<file path="config.mk">
export PLATFORM = sky130hd
export DESIGN_NAME = word_splitter
export DESIGN_NICKNAME = d
export VERILOG_FILES = /design/src/rtl/word_pkg.sv /design/src/rtl/word_splitter.sv
export SDC_FILE = /design/constraint.sdc
export NUM_CORES = 1
export LEC_CHECK = 0
export ABC_CLOCK_PERIOD_IN_PS = 1920
export CAP_MARGIN = 20
export CORE_MARGIN = 10
export CORE_UTILIZATION = 35
export CTS_CLUSTER_DIAMETER = 200
export CTS_CLUSTER_SIZE = 12
export DETAILED_ROUTE_END_ITERATION = 8
export PLACE_DENSITY = 0.73
export SLEW_MARGIN = 20
export SYNTH_ARGS = -nofsm -noshare
export SYNTH_HDL_FRONTEND = slang
export SYNTH_SLANG_ARGS = --single-unit
</file>
<file path="constraint.sdc">
create_clock -name i_clk -period 1.92 [get_ports i_clk]
set_input_delay 0.384 -clock i_clk [delete_from_list [all_inputs] [get_ports i_clk]]
set_output_delay 0.384 -clock i_clk [all_outputs]
set_load 0.01 [all_outputs]
</file>
<file path="src/rtl/word_pkg.sv">
// ============================================================================
// Module      : word_pkg
// Description : Shared types and defaults for the half-word splitter.
// Revision    : 1.0
// ============================================================================
`default_nettype none

package word_pkg;

    localparam int TOTAL_WIDTH_DEFAULT = 128;

    typedef enum logic [1:0] {
        IDLE = 2'd0,
        LOW  = 2'd1,
        HIGH = 2'd2,
        FULL = 2'd3
    } split_state_t;

endpackage

`default_nettype wire

</file>
<file path="src/rtl/word_splitter.sv">
// ============================================================================
// Module      : word_splitter
// Description : Emits each accepted word as two upper-aligned half-word beats,
//               or whole in one beat when tagged with the push flag.
// Revision    : 1.0
// ============================================================================
`default_nettype none

module word_splitter
    import word_pkg::*;
#(
    parameter int TOTAL_WIDTH = TOTAL_WIDTH_DEFAULT
) (
    input  logic                   i_clk,
    input  logic                   i_reset,
    input  logic                   i_valid,
    output logic                   o_ready,
    input  logic [TOTAL_WIDTH-1:0] i_word,
    input  logic                   i_push_flag,
    output logic                   o_valid,
    input  logic                   i_ready,
    output logic [TOTAL_WIDTH-1:0] o_word,
    output logic                   o_push_flag,
    output logic                   o_half,
    output logic [15:0]            o_word_cnt
);

    localparam int HALF = TOTAL_WIDTH / 2;

    split_state_t           r_state;
    split_state_t           w_next_state;
    logic [TOTAL_WIDTH-1:0] r_word;
    logic                   r_flag;
    logic [15:0]            r_cnt;

    logic w_beat_done;
    logic w_last_beat_done;
    logic w_accept;

    always_comb begin
        o_valid          = (r_state != IDLE);
        w_beat_done      = o_valid && i_ready;
        w_last_beat_done = w_beat_done && ((r_state == HIGH) || (r_state == FULL));
        o_ready          = i_reset && ((r_state == IDLE) || w_last_beat_done);
        w_accept         = i_valid && o_ready;
    end

    // A finishing word can hand over directly to the next one, so HIGH/FULL
    // share the accept branch with IDLE.
    always_comb begin
        w_next_state = r_state;
        case (r_state)
            IDLE: begin
                if (w_accept) w_next_state = i_push_flag ? FULL : LOW;
            end
            LOW: begin
                if (w_beat_done) w_next_state = HIGH;
            end
            HIGH, FULL: begin
                if (w_beat_done) begin
                    if (w_accept) w_next_state = i_push_flag ? FULL : LOW;
                    else          w_next_state = IDLE;
                end
            end
            default: w_next_state = IDLE;
        endcase
    end

    always_ff @(posedge i_clk or negedge i_reset) begin
        if (!i_reset) begin
            r_state <= IDLE;
            r_word  <= '0;
            r_flag  <= 1'b0;
            r_cnt   <= 16'd0;
        end else begin
            r_state <= w_next_state;
            if (w_accept) begin
                r_word <= i_word;
                r_flag <= i_push_flag;
            end
            if (w_last_beat_done) r_cnt <= r_cnt + 16'd1;
        end
    end

    always_comb begin
        o_word      = '0;
        o_half      = 1'b0;
        o_push_flag = 1'b0;
        case (r_state)
            LOW: begin
                o_word[TOTAL_WIDTH-1:HALF] = r_word[HALF-1:0];
            end
            HIGH: begin
                o_word[TOTAL_WIDTH-1:HALF] = r_word[TOTAL_WIDTH-1:HALF];
                o_half                     = 1'b1;
            end
            FULL: begin
                o_word      = r_word;
                o_push_flag = r_flag;
            end
            default: begin
                o_word = '0;
            end
        endcase
    end

    assign o_word_cnt = r_cnt;

endmodule

`default_nettype wire

</file>
Yosys cells after proc, flatten, opt, wreduce, memory -nomap -nowiden

Index checks and enable logic that the tools add are counted.

Flip-flop bits (word level): 147
Bits of input ports: 133
Output and inout port bits: 148
Word-level logic and storage cells: 31

Add/subtract/negate cells: 1
Equal/unequal tests: 6
Muxes and demuxes: 10
Reduce and logical (&&, ||, !) cells: 10

Operator list:

| operator                                               | count |
|---|---|
| case mux 64 bit (2 select lines)                       | 1 |
| 2-to-1 mux 64 bit                                      | 1 |
| adder 16 x 1 -> 16 bit (second input constant)         | 1 |
| 2-to-1 mux 2 bit                                       | 5 |
| case mux 2 bit (3 select lines)                        | 1 |
| equality test 2 bit (second input constant)            | 2 |
| logical AND 1 bit                                      | 4 |
| inequality test 2 bit (second input constant)          | 2 |
| AND reduction 3 bit                                    | 1 |
| equality test 2 x 1 -> 1 bit (second input constant)   | 1 |
| logical NOT 2 bit                                      | 1 |
| logical OR 1 bit                                       | 2 |
| 2-to-1 mux 1 bit                                       | 2 |
| inequality test 2 x 1 -> 1 bit (second input constant) | 1 |
| nonzero test 2 bit                                     | 1 |
| OR reduction 2 bit                                     | 1 |

Longest topological paths before layout

Gate-level depths: netlist (run 1).

Word-level depth: 9
Gate-level depth with buffers: 7

Worst setup path after synthesis (run 1)

Ideal clock, no wire load.

Path kind: flip-flop to flip-flop
From: register r_state[0]
To: register r_word[0]
Arrival time: 1574 ps
Slack: 221 ps
Cell stages (with the launch flop): 7
Path through: dfrtp_1 -> or2_1 -> and2_4 -> nor2_8 -> buf_12 -> buf_12 -> mux2_4

Cells in the longest elaborated chain, start to end: 6
Elaborated cells between the ends (all ways): 10

RTL lines:

| what                   | line                | text |
|---|---|---|
| start, declared        | word_splitter.sv:30 | `split_state_t r_state;` |
| start signal, assigned | word_splitter.sv:76 | `r_state <= w_next_state;` |
| nonzero test 2 bit     | word_splitter.sv:41 | `o_valid = (r_state != IDLE);` |
| net o_valid            | word_splitter.sv:20 | `output logic o_valid,` |
| logical AND 1 bit      | word_splitter.sv:42 | `w_beat_done = o_valid && i_ready;` |
| logical AND 1 bit      | word_splitter.sv:43 | `w_last_beat_done = w_beat_done && ((r_state == HIGH) \|\| (r_state == FULL));` |
| logical OR 1 bit       | word_splitter.sv:44 | `o_ready = i_reset && ((r_state == IDLE) \|\| w_last_beat_done);` |
| logical AND 1 bit      | word_splitter.sv:44 |  |
| logical AND 1 bit      | word_splitter.sv:45 | `w_accept = i_valid && o_ready;` |
| end signal, assigned   | word_splitter.sv:78 | `r_word <= i_word;` |
| end, declared          | word_splitter.sv:32 | `logic [TOTAL_WIDTH-1:0] r_word;` |

The timed path passes the listed nets, and every way through them passes these cells.
A chain may end at the register's enable or synchronous reset.

Worst setup path after layout (run 1)

From: register r_state[1]
To: register r_word[99]

Cells in the longest elaborated chain, start to end: 6
Elaborated cells between the ends (all ways): 10

RTL lines:

| what                                                             | line |
|---|---|
| equality test 2 bit / nonzero test 2 bit (equally long branches) | word_splitter.sv:43, word_splitter.sv:41 |
| logical OR 1 bit / logical AND 1 bit (equally long branches)     | word_splitter.sv:43, word_splitter.sv:42 |
| logical AND 1 bit                                                | word_splitter.sv:43 |
| logical OR 1 bit (*)                                             | word_splitter.sv:44 |
| logical AND 1 bit (*)                                            | word_splitter.sv:44 |
| logical AND 1 bit (*)                                            | word_splitter.sv:45 |

Mark *: on every way between the ends. The rest lies on a longest branch, timed or not.

==> impl_metrics.py, run 1 <==
metrics = {
    "critical_path": {
        "worst_r2r_path_depth": 10,
        "worstPathArrival_ns": 2.53,
        "critical_path.endpoint_type": "register",
        "crit-reg2reg-launch": "r_state[1]",
        "worstSetupPathType": "register to register",
        "timing.rr.end": "r_word[99]",
        "worst-path-max-fanout": 6,
        "worst_setup_path_start_kind": "register",
        "timing.reg2reg.setup_slack_ns": -0.32,
        "critical_path_required_ns": 2.21,
    },
    "pwr": {
        "powerDensity_mw_per_mm2": 1550,
        "power_leakage_nw": 5.89,
        "largest_vdd_supply_drop_mv": 0.702,
        "report.power.total_mw": 18.6,
    },
    "place": {
        "hpwl_um": 16800,
        "placed_area_mm2": 0.0105,
        "portBuffers": 280,
        "gp_congestion": 0.792,
    },
    "hold_path": {
        "startpoint_of_the_tightest_hold_check_path": "o_word_cnt[15]",
        "worstHoldEndpoint": "o_word_cnt[15]",
        "hold_path_depth": 1,
        "hold_path_class": "register to register",
    },
    "logic_synthesis": {
        "synth_sequential_area_ratio": 0.510,
        "synth.distinct_cells": 30,
        "synth.yosys.warnings": 0,
        "ys_top_cells_by_area": "dfrtp_1 (51%), mux2_4 (21%), a22o_1 (7.8%)",
        "synthDominantCellAreaShare": 0.510,
        "synth_top_family_by_area": "multiplexers",
        "yosys_register_bits": 147,
        "share_of_synthesized_cell_area_in_full_adder_half_adder_and_majority_cells": 0.00174,
        "synthXorXnorAreaFrac": 0.0182,
        "post_synthesis_average_cell_area_um2": 14.3,
        "synth_top_area_cell": "dfrtp_1",
        "synthSimpleGateAreaFrac": 0.0833,
        "complex_gate_fraction_of_the_synthesized_area": 0.0800,
        "synthesis.area_mm2": 0.00721,
        "synth.area.mux_share": 0.255,
        "post_synth_inst_count": 505,
        "postSynthNetCount": 639,
    },
    "clock_network": {
        "max-clock-path-buffers": 2,
        "tritoncts": "done",
        "cts.root.buffer_cell": "clkbuf_16",
        "clkTransAtPathRegs_ns": 0.06,
        "cts_htree_levels": 4,
        "cts-buffers-inserted": 17,
        "cts_sinks": 147,
        "worst_skew_pair.late_latency_ns": 0.41,
    },
    "routing": {
        "drcViolationCount": 0,
        "routedWlPerCell_um": 22.2,
        "drt_iter0_drc": 308,
        "vias_per_cell": 5.00,
        "total_number_of_vias": 5685,
        "detail_route.wirelength_um": 25200,
        "drt.antenna.violating_nets": 0,
        "first_pass_iters": 4,
    },
    "layout": {
        "drive_gt1_frac": 0.457,
        "post-route-cell-area_mm2": 0.0120,
        "area.growth.synth_to_final_pct": 66.4,
        "most-common-layout-cells": "clkdlybuf4s50_1 (147), dfrtp_1 (143), mux2_4 (114), buf_6 (77), a22o_1 (64)",
        "layout.cells.most_common": "clkdlybuf4s50_1",
        "final_net_count": 987,
    },
    "grt": {
        "grt_usage": 0.178,
        "grt_start_max_net_pins": 69,
        "grt_pass1_vias": 6145,
        "global_route_wire_length_before_repair_um": 37200,
        "grt_overflow": 0,
        "antenna_found_initial": 0,
    },
    "floorplanning": {
        "io_pins": 281,
        "die_x_um": 164,
        "placementRows": 52,
        "fp.dieH_um": 164,
        "initial_util": 0.356,
        "design.die.area_mm2": 0.0267,
        "core_area_mm2": 0.0202,
    },
    "timing": {
        "timing.setup.tns_ns": -43.41,
        "post-route-min-period_ns": 2.24,
        "achievable-frequency_mhz": 446,
        "max_slew.worst_pin.slew_ns": 0.874,
        "timing.final.max_slew_violations": 0,
        "finalCritPeriodShare": 1.17,
        "worst_relative_slew_slack": 0.418,
        "final_setup_skew_ns": 0.00708,
        "setup_slack_ns": -0.321,
        "unrepaired_setup_endpoints_after_global_routing": "true",
        "setup_viol": 227,
        "final-hold-violation-count": 0,
    },
    "job": {
        "cap_violations": 0,
    },
    "run_status": {
        "failed_checks": "setup timing",
        "outcome": "finished, violations left",
    },
}
-- report_power, final --
group	internal (mW)	switching, mW
sequential	4.59	1.27
combinational	5.77	3.48
clock	2.07	1.37
total	12.4	6.13
-- registers in the layout (all words and copies together) (netlist names) --
register,count
r_word,128
o_word_cnt,16
r_state,2
r_flag,1
-- metal layers --
| metal | vias up | global-route usage | share of wire |
|---|---|---|---|
| met4 | 0 | 0.0613 | 0.024 |
| li1 | 2555 | - | - |
| met1 | 2886 | 0.211 | 0.41 |
| met3 | 36 | 0.0619 | 0.073 |
| met2 | 208 | 0.293 | 0.49 |
| met5 | - | 0 | 0 |
-- worst max path at each step --
stage / slack [ns] / endpoint / startpoint / cells past startpoint
6_report: -0.32 / r_word[99] / r_state[1] / 10
3_5_place_dp: -0.28 / r_word[101] / i_ready / 8
2_1_floorplan: 0.22 / r_word[0] / r_state[0] / 6
4_1_cts: -0.38 / o_word[54] / r_state[1] / 3
5_1_grt: -0.37 / r_word[56] / r_state[1] / 10
3_3_place_gp: -0.26 / r_word[107] / i_ready / 8
-- synthesized netlist by cell type --
master    instances
dfrtp_1         147
and3_1           66
nor2_1            7
buf_1             4
inv_1             2
clkbuf_1         23
nand3_1           6
ha_1              1
nor2_8            1
nor3_1            1
buf_12           11
nand4_1           5
buf_6             2
mux2_1           10
xnor2_1           9
or2_1             1
and2_4            1
a31oi_1           1
nor2b_1           3
mux2_2           20
mux2_4          100
nand2b_1          2
or2_2             1
xor2_1            6
o21ai_0           1
a22o_1           64
a21oi_1           1
nand2_1           6
buf_4             2
buf_2             1
-- critical path, cell delays in order, from the launching register on --
cell,delay [ns]
dfrtp_4,0.55
buf_6,0.15
or2_4,0.23
and2_4,0.15
buf_12,0.12
nor2_8,0.12
buf_12,0.13
buf_12,0.13
buf_12,0.11
buf_12,0.11
mux2_4,0.29
-- cell families (layout without fill, tap and decap cells) --
logic type / after synthesis / in the layout
flops: 147 / 147
mux: 130 / 130
simple gates: 100 / 100
compound gates: 67 / 67
buf+inv: 45 / 406
xor+xnor: 15 / 15
fa+ha+maj: 1 / 1
other cells: 0 / 1
-- layout make-up --
cell class                 instances  area (um^2)
antenna                            1         2.50
clock buffer                      19          433
clock inverter                    13          170
fill                            1619         8240
inverter                           2         7.51
multi-input combinational        313         3360
sequential                       147         3690
tap                              270          338
timing repair buffer             372         4000
-- through the flow --
stage / util / worst slack, ns / hold slack (ns) / instances
2_1_floorplan: - / 0.221 / 0.0884 / 505
3_3_place_gp: 0.520 / -0.257 / 0.386 / 1060
3_5_place_dp: 0.520 / -0.280 / 0.387 / 1060
4_1_cts: 0.570 / -0.377 / 0.490 / 1132
5_1_grt: 0.593 / -0.370 / 0.501 / 1136
6_report: 0.593 / -0.321 / 0.488 / 1137
-- timing repair --
action | in CTS | in global routing
cloned | 13 | 5
setup buffers | 26 | 9
resized for setup | 438 | 210
setup endpoints to repair | 254 | 251
hold buffers | 1 | 0
hold endpoints to repair | 15 | 0
pin swaps | 12 | 50
No activity file was read; power rests on OpenSTA's default activity.
==> inputs of run 2 (changes only) <==
--- a/config.mk
+++ b/config.mk
@@ -7,12 +7,11 @@
 export LEC_CHECK = 0
 export ABC_CLOCK_PERIOD_IN_PS = 1920
 export CAP_MARGIN = 20
-export CORE_MARGIN = 10
-export CORE_UTILIZATION = 35
+export CORE_UTILIZATION = 44
 export CTS_CLUSTER_DIAMETER = 200
 export CTS_CLUSTER_SIZE = 12
 export DETAILED_ROUTE_END_ITERATION = 8
-export PLACE_DENSITY = 0.73
+export PLACE_DENSITY = 0.88
 export SLEW_MARGIN = 20
 export SYNTH_ARGS = -nofsm -noshare
 export SYNTH_HDL_FRONTEND = slang
==> run 2 against run 1 <==
Compared with the run above: the flow still finishes with violations (setup timing); count of clock-buffer cells in the layout down 2; maximum frequency up 0.17%; worst setup slack better by 0.0038 ns; sequential share of layout area is 0.25 points lower; final area rose by 0.76%; clock power shrank 3%; hold slack got worse by 0.39 ns; final cell count down 4.7%; first-iteration DRC count rose by 28%; largest power group unchanged.
==> impl_metrics.py, run 2 (synthesis gave the netlist of run 1 again) <==
metrics = {
    "run_status": {
        "outcome": "finished, violations left",
        "failed_checks": "setup timing",
    },
    "timing": {
        "post-route-min-period_ns": 2.24,
        "timing.setup.tns_ns": -34.50,
        "final_setup_skew_ns": 0.0105,
        "setup_viol": 228,
        "unrepaired_setup_endpoints_after_global_routing": "true",
        "hold_slack_ns": 0.0931,
        "timing.final.max_slew_violations": 0,
        "finalCritPeriodShare": 1.17,
        "setup_slack_ns": -0.318,
        "worst_relative_slew_slack": 0.445,
        "final-hold-violation-count": 0,
        "max_slew.worst_pin.slew_ns": 0.833,
        "achievable-frequency_mhz": 447,
    },
    "floorplanning": {
        "design.die.area_mm2": 0.0169,
        "initial_util": 0.452,
        "placementRows": 46,
        "fp.dieH_um": 130,
        "io_pins": 281,
        "die_x_um": 130,
        "core_area_mm2": 0.0159,
    },
    "clock_network": {
        "cts_htree_levels": 4,
        "max-clock-path-buffers": 2,
        "worst_skew_pair.late_latency_ns": 0.43,
        "clkTransAtPathRegs_ns": 0.06,
        "cts-buffers-inserted": 17,
        "cts.root.buffer_cell": "clkbuf_16",
        "tritoncts": "done",
        "cts_sinks": 147,
        "number_of_buffers_added_to_fix_hold_violations_after_cts": 0,
    },
    "place": {
        "place_ws_ns": -0.238,
        "hpwl_um": 14300,
        "placed_area_mm2": 0.0104,
        "portBuffers": 280,
        "dpl.cell_count": 993,
        "gp_congestion": 0.774,
    },
    "critical_path": {
        "worst-path-max-fanout": 7,
        "worst_r2r_path_depth": 10,
        "worstPathArrival_ns": 1.85,
        "critical_path.endpoint_type": "output port",
        "crit-reg2reg-launch": "r_state[1]",
        "critPathLaunch": "r_state[0]",
        "timing.reg2reg.setup_slack_ns": -0.22,
        "timing.rr.end": "r_word[85]",
        "worstSetupPathType": "register to output port",
        "critical_path_required_ns": 1.54,
        "worst_setup_path_start_kind": "register",
    },
    "grt": {
        "grt_overflow": 0,
        "antenna_found_initial": 0,
        "grt_pass1_vias": 6230,
        "grt_usage": 0.287,
        "grt_start_max_net_pins": 148,
        "global_route_wire_length_before_repair_um": 35800,
    },
    "pwr": {
        "powerDensity_mw_per_mm2": 1600,
        "report.power.total_mw": 19.3,
        "largest_vdd_supply_drop_mv": 0.733,
        "cell_internal_pwr_mw": 12.6,
        "power_frac_clock": 0.173,
        "comb_power_share": 0.516,
        "sw_frac_of_total": 0.346,
        "switchingPower_mw": 6.67,
        "power_leakage_nw": 5.86,
        "power.share.sequential": 0.310,
    },
    "job": {
        "cap_violations": 0,
    },
    "routing": {
        "drcViolationCount": 0,
        "first_pass_iters": 6,
        "total_number_of_vias": 6104,
        "vias_per_cell": 5.64,
        "routedWlPerCell_um": 24.7,
        "drt_iter0_drc": 395,
        "detail_route.wirelength_um": 26700,
        "drt.antenna.violating_nets": 0,
    },
    "layout": {
        "regMostFlops": "r_word",
        "total_area_of_sequential_cells_mm2": 0.00368,
        "final_cell_count_no_fill": 1083,
        "post-route-cell-area_mm2": 0.0121,
        "drive_gt1_frac": 0.478,
        "layout.cells.most_common": "clkdlybuf4s50_1",
        "num-fill-cells": 935,
        "fin_util": 0.758,
        "num_antenna_cells": 0,
        "area.growth.synth_to_final_pct": 67.7,
        "final_net_count": 989,
        "largest_register_ff_count": 128,
        "multi_input_combinational_cell_area_mm2": 0.00344,
        "most-common-layout-cells": "clkdlybuf4s50_1 (147), dfrtp_1 (145), mux2_4 (129), buf_2 (64), a22o_1 (63)",
    },
    "hold_path": {
        "hold_path_class": "primary input to async pin",
    },
}
## run 2: worst max-delay path, stage by stage, from the launching register on
cell and delay (ns):
dfrtp_2 0.44, nor2b_4 0.15, buf_6 0.12, buf_12 0.14, buf_12 0.14, buf_6 0.11
a22o_1 0.19, buf_2 0.14
## run 2: how the worst max path moves through the flow
stage | to | slack (ns) | cells past startpoint
after floorplan | r_word[0] | 0.22 | 6
after global placement | o_ready | -0.24 | 5
after detailed placement | o_ready | -0.24 | 5
after CTS | o_word[63] | -0.37 | 3
after global routing | o_word[126] | -0.37 | 7
final | o_word[126] | -0.32 | 7
## run 2: layer usage
layer	track usage	up-vias	part of all wire
met4	0.137	0	0.039
met5	0	-	0
li1	-	2562	-
met1	0.327	3108	0.37
met3	0.0836	88	0.073
met2	0.495	346	0.51
## run 2: timing repair
action	4_1_cts	5_1_grt
setup buffers	25	15
gates resized for setup	475	184
gates cloned	15	12
pin swaps	11	33
endpoints found under the setup margin	138	266
## run 2: power by group through the flow
stage	combinational, mW	clock, mW	sequential (mW)
after floorplan	4.66	0	5.33
after global routing	10.4	3.51	6.08
after CTS	8.77	3.36	5.77
final	9.97	3.35	5.99
after detailed placement	8.11	0	5.75
after global placement	7.94	0	5.66
## run 2: final cells by class
| cell class | count | area share |
|---|---|---|
| tap | 216 | 0.0224 |
| clock inverter | 14 | 0.0128 |
| inverter | 2 | 0.000621 |
| timing repair buffer | 374 | 0.340 |
| sequential | 147 | 0.305 |
| clock buffer | 17 | 0.0352 |
| multi-input combinational | 313 | 0.284 |
==> inputs of run 3 (changes only) <==
--- a/config.mk
+++ b/config.mk
@@ -16,3 +16,4 @@
 export SYNTH_ARGS = -nofsm -noshare
 export SYNTH_HDL_FRONTEND = slang
 export SYNTH_SLANG_ARGS = --single-unit
+export TNS_END_PERCENT = 5
==> run 3 against run 2 <==
Compared with the run above: the run still ends with setup timing left; largest cell class is now sequential cells; combinational power down 19%; total power is 11% lower; worst setup slack gained 0.039 ns; sequential cell count stayed put; critical endpoint is now o_word[69]; hold slack got worse by 0.038 ns.
==> impl_metrics.py, run 3 (synthesis gave the netlist of run 1 again) <==
metrics = {
    "run_status": {
        "outcome": "finished, violations left",
        "failed_checks": "setup timing",
    },
    "layout": {
        "layout.cells.most_common": "clkdlybuf4s50_1",
        "area.growth.synth_to_final_pct": 52.4,
        "num-fill-cells": 1102,
        "regMostFlops": "r_word",
        "final_net_count": 945,
        "fin_util": 0.689,
        "most-common-layout-cells": "clkdlybuf4s50_1 (148), dfrtp_1 (145), mux2_4 (100), buf_2 (77), a22o_1 (64)",
        "largest_register_ff_count": 128,
        "post-route-cell-area_mm2": 0.0110,
        "num_antenna_cells": 0,
        "drive_gt1_frac": 0.408,
    },
    "clock_network": {
        "cts.root.buffer_cell": "clkbuf_16",
        "max-clock-path-buffers": 2,
        "cts_htree_levels": 4,
        "worst_skew_pair.late_latency_ns": 0.43,
        "clkTransAtPathRegs_ns": 0.06,
        "cts_sinks": 147,
        "number_of_buffers_added_to_fix_hold_violations_after_cts": 0,
        "cts-buffers-inserted": 17,
        "tritoncts": "done",
    },
    "critical_path": {
        "worstPathArrival_ns": 1.81,
        "critical_path.endpoint_type": "output port",
        "critical_path_required_ns": 1.54,
        "worst_setup_path_start_kind": "register",
        "worst-path-max-fanout": 6,
        "worstSetupPathType": "register to output port",
    },
    "place": {
        "portBuffers": 280,
        "hpwl_um": 14300,
        "placed_area_mm2": 0.0104,
        "place_ws_ns": -0.238,
        "gp_congestion": 0.774,
    },
    "grt": {
        "grt_overflow": 0,
        "antenna_found_initial": 0,
        "grt_usage": 0.255,
        "grt_start_max_net_pins": 148,
        "global_route_wire_length_before_repair_um": 32200,
        "grt_pass1_vias": 5721,
    },
    "routing": {
        "drt_iter0_drc": 244,
        "drt.antenna.violating_nets": 0,
        "vias_per_cell": 5.30,
        "total_number_of_vias": 5507,
        "first_pass_iters": 5,
        "detail_route.wirelength_um": 22000,
        "routedWlPerCell_um": 21.2,
        "drcViolationCount": 0,
    },
    "timing": {
        "worst_relative_slew_slack": 0.410,
        "post-route-min-period_ns": 2.20,
        "timing.setup.tns_ns": -18.43,
        "achievable-frequency_mhz": 455,
        "setup_slack_ns": -0.278,
        "unrepaired_setup_endpoints_after_global_routing": "true",
        "final-hold-violation-count": 0,
        "timing.final.max_slew_violations": 0,
        "final_setup_skew_ns": 0.0110,
        "max_slew.worst_pin.slew_ns": 0.884,
        "setup_viol": 127,
        "finalCritPeriodShare": 1.14,
        "hold_slack_ns": 0.0555,
    },
    "hold_path": {
        "hold_path_class": "primary input to async pin",
    },
    "floorplanning": {
        "io_pins": 281,
        "placementRows": 46,
        "initial_util": 0.452,
        "design.die.area_mm2": 0.0169,
        "core_area_mm2": 0.0159,
        "die_x_um": 130,
        "fp.dieH_um": 130,
    },
    "pwr": {
        "largest_vdd_supply_drop_mv": 0.740,
        "power_leakage_nw": 5.43,
        "powerDensity_mw_per_mm2": 1570,
    },
    "job": {
        "cap_violations": 0,
    },
}
-- run 3: critical path: stages, from the launching register on --
cell and delay, ns:
dfrtp_4 0.53, nor2b_4 0.15, buf_6 0.12, buf_8 0.12, buf_12 0.13, a22o_1 0.13, clkdlybuf4s15_2 0.22
-- run 3: power by group --
| group | total, mW | internal [mW] | switching, mW |
|---|---|---|---|
| logic | 8.07 | 4.89 | 3.18 |
| registers | 5.82 | 4.58 | 1.24 |
| clock network | 3.30 | 1.92 | 1.38 |
| total | 17.2 | 11.4 | 5.80 |
-- run 3: routing by layer --
metal	routed length (um)	global-route usage	up-vias
li1	-	-	2464
met1	8780	0.301	2799
met2	11300	0.437	214
met3	1480	0.0705	30
met4	454	0.105	0
met5	0	0	-
-- run 3: final timing paths --
kind                                  end  depth (start not counted)  slack (ns)           start
setup reg to reg              r_word[114]                          6       -0.02      r_state[1]
max in group asynchronous     r_word[127]                          2        1.14         i_reset
min in group i_clk             r_state[1]                          3        0.31         i_reset
hold / removal                 r_state[1]                          2        0.06         i_reset
hold reg to reg            o_word_cnt[15]                          1        0.48  o_word_cnt[15]
setup / recovery               o_word[69]                          6       -0.28      r_state[1]
-- run 3: repair_timing --
action / 4_1_cts / 5_1_grt
pin swaps: 16 / 20
gates resized for setup: 441 / 80
gates cloned: 2 / 5
buffers inserted: 3 / 5
endpoints found under the setup margin: 138 / 236
-- run 3: per-stage QoR --
stage	std cells	power, mW
floorplan	505	10.0
global placement	993	13.6
detailed placement	993	13.9
CTS	1029	16.9
global route	1039	18.0
finish	1039	17.2
-- run 3: final cells by class --
cell class              count  area [um^2]  share of cell area
clock inverters            14          155              0.0141
multi-input cells         313         3210               0.292
flip-flops and latches    147         3680               0.335
well taps                 216          270              0.0246
repair buffers            330         3230               0.294
inverters                   2         7.51            0.000683
clock buffers              17          425              0.0387
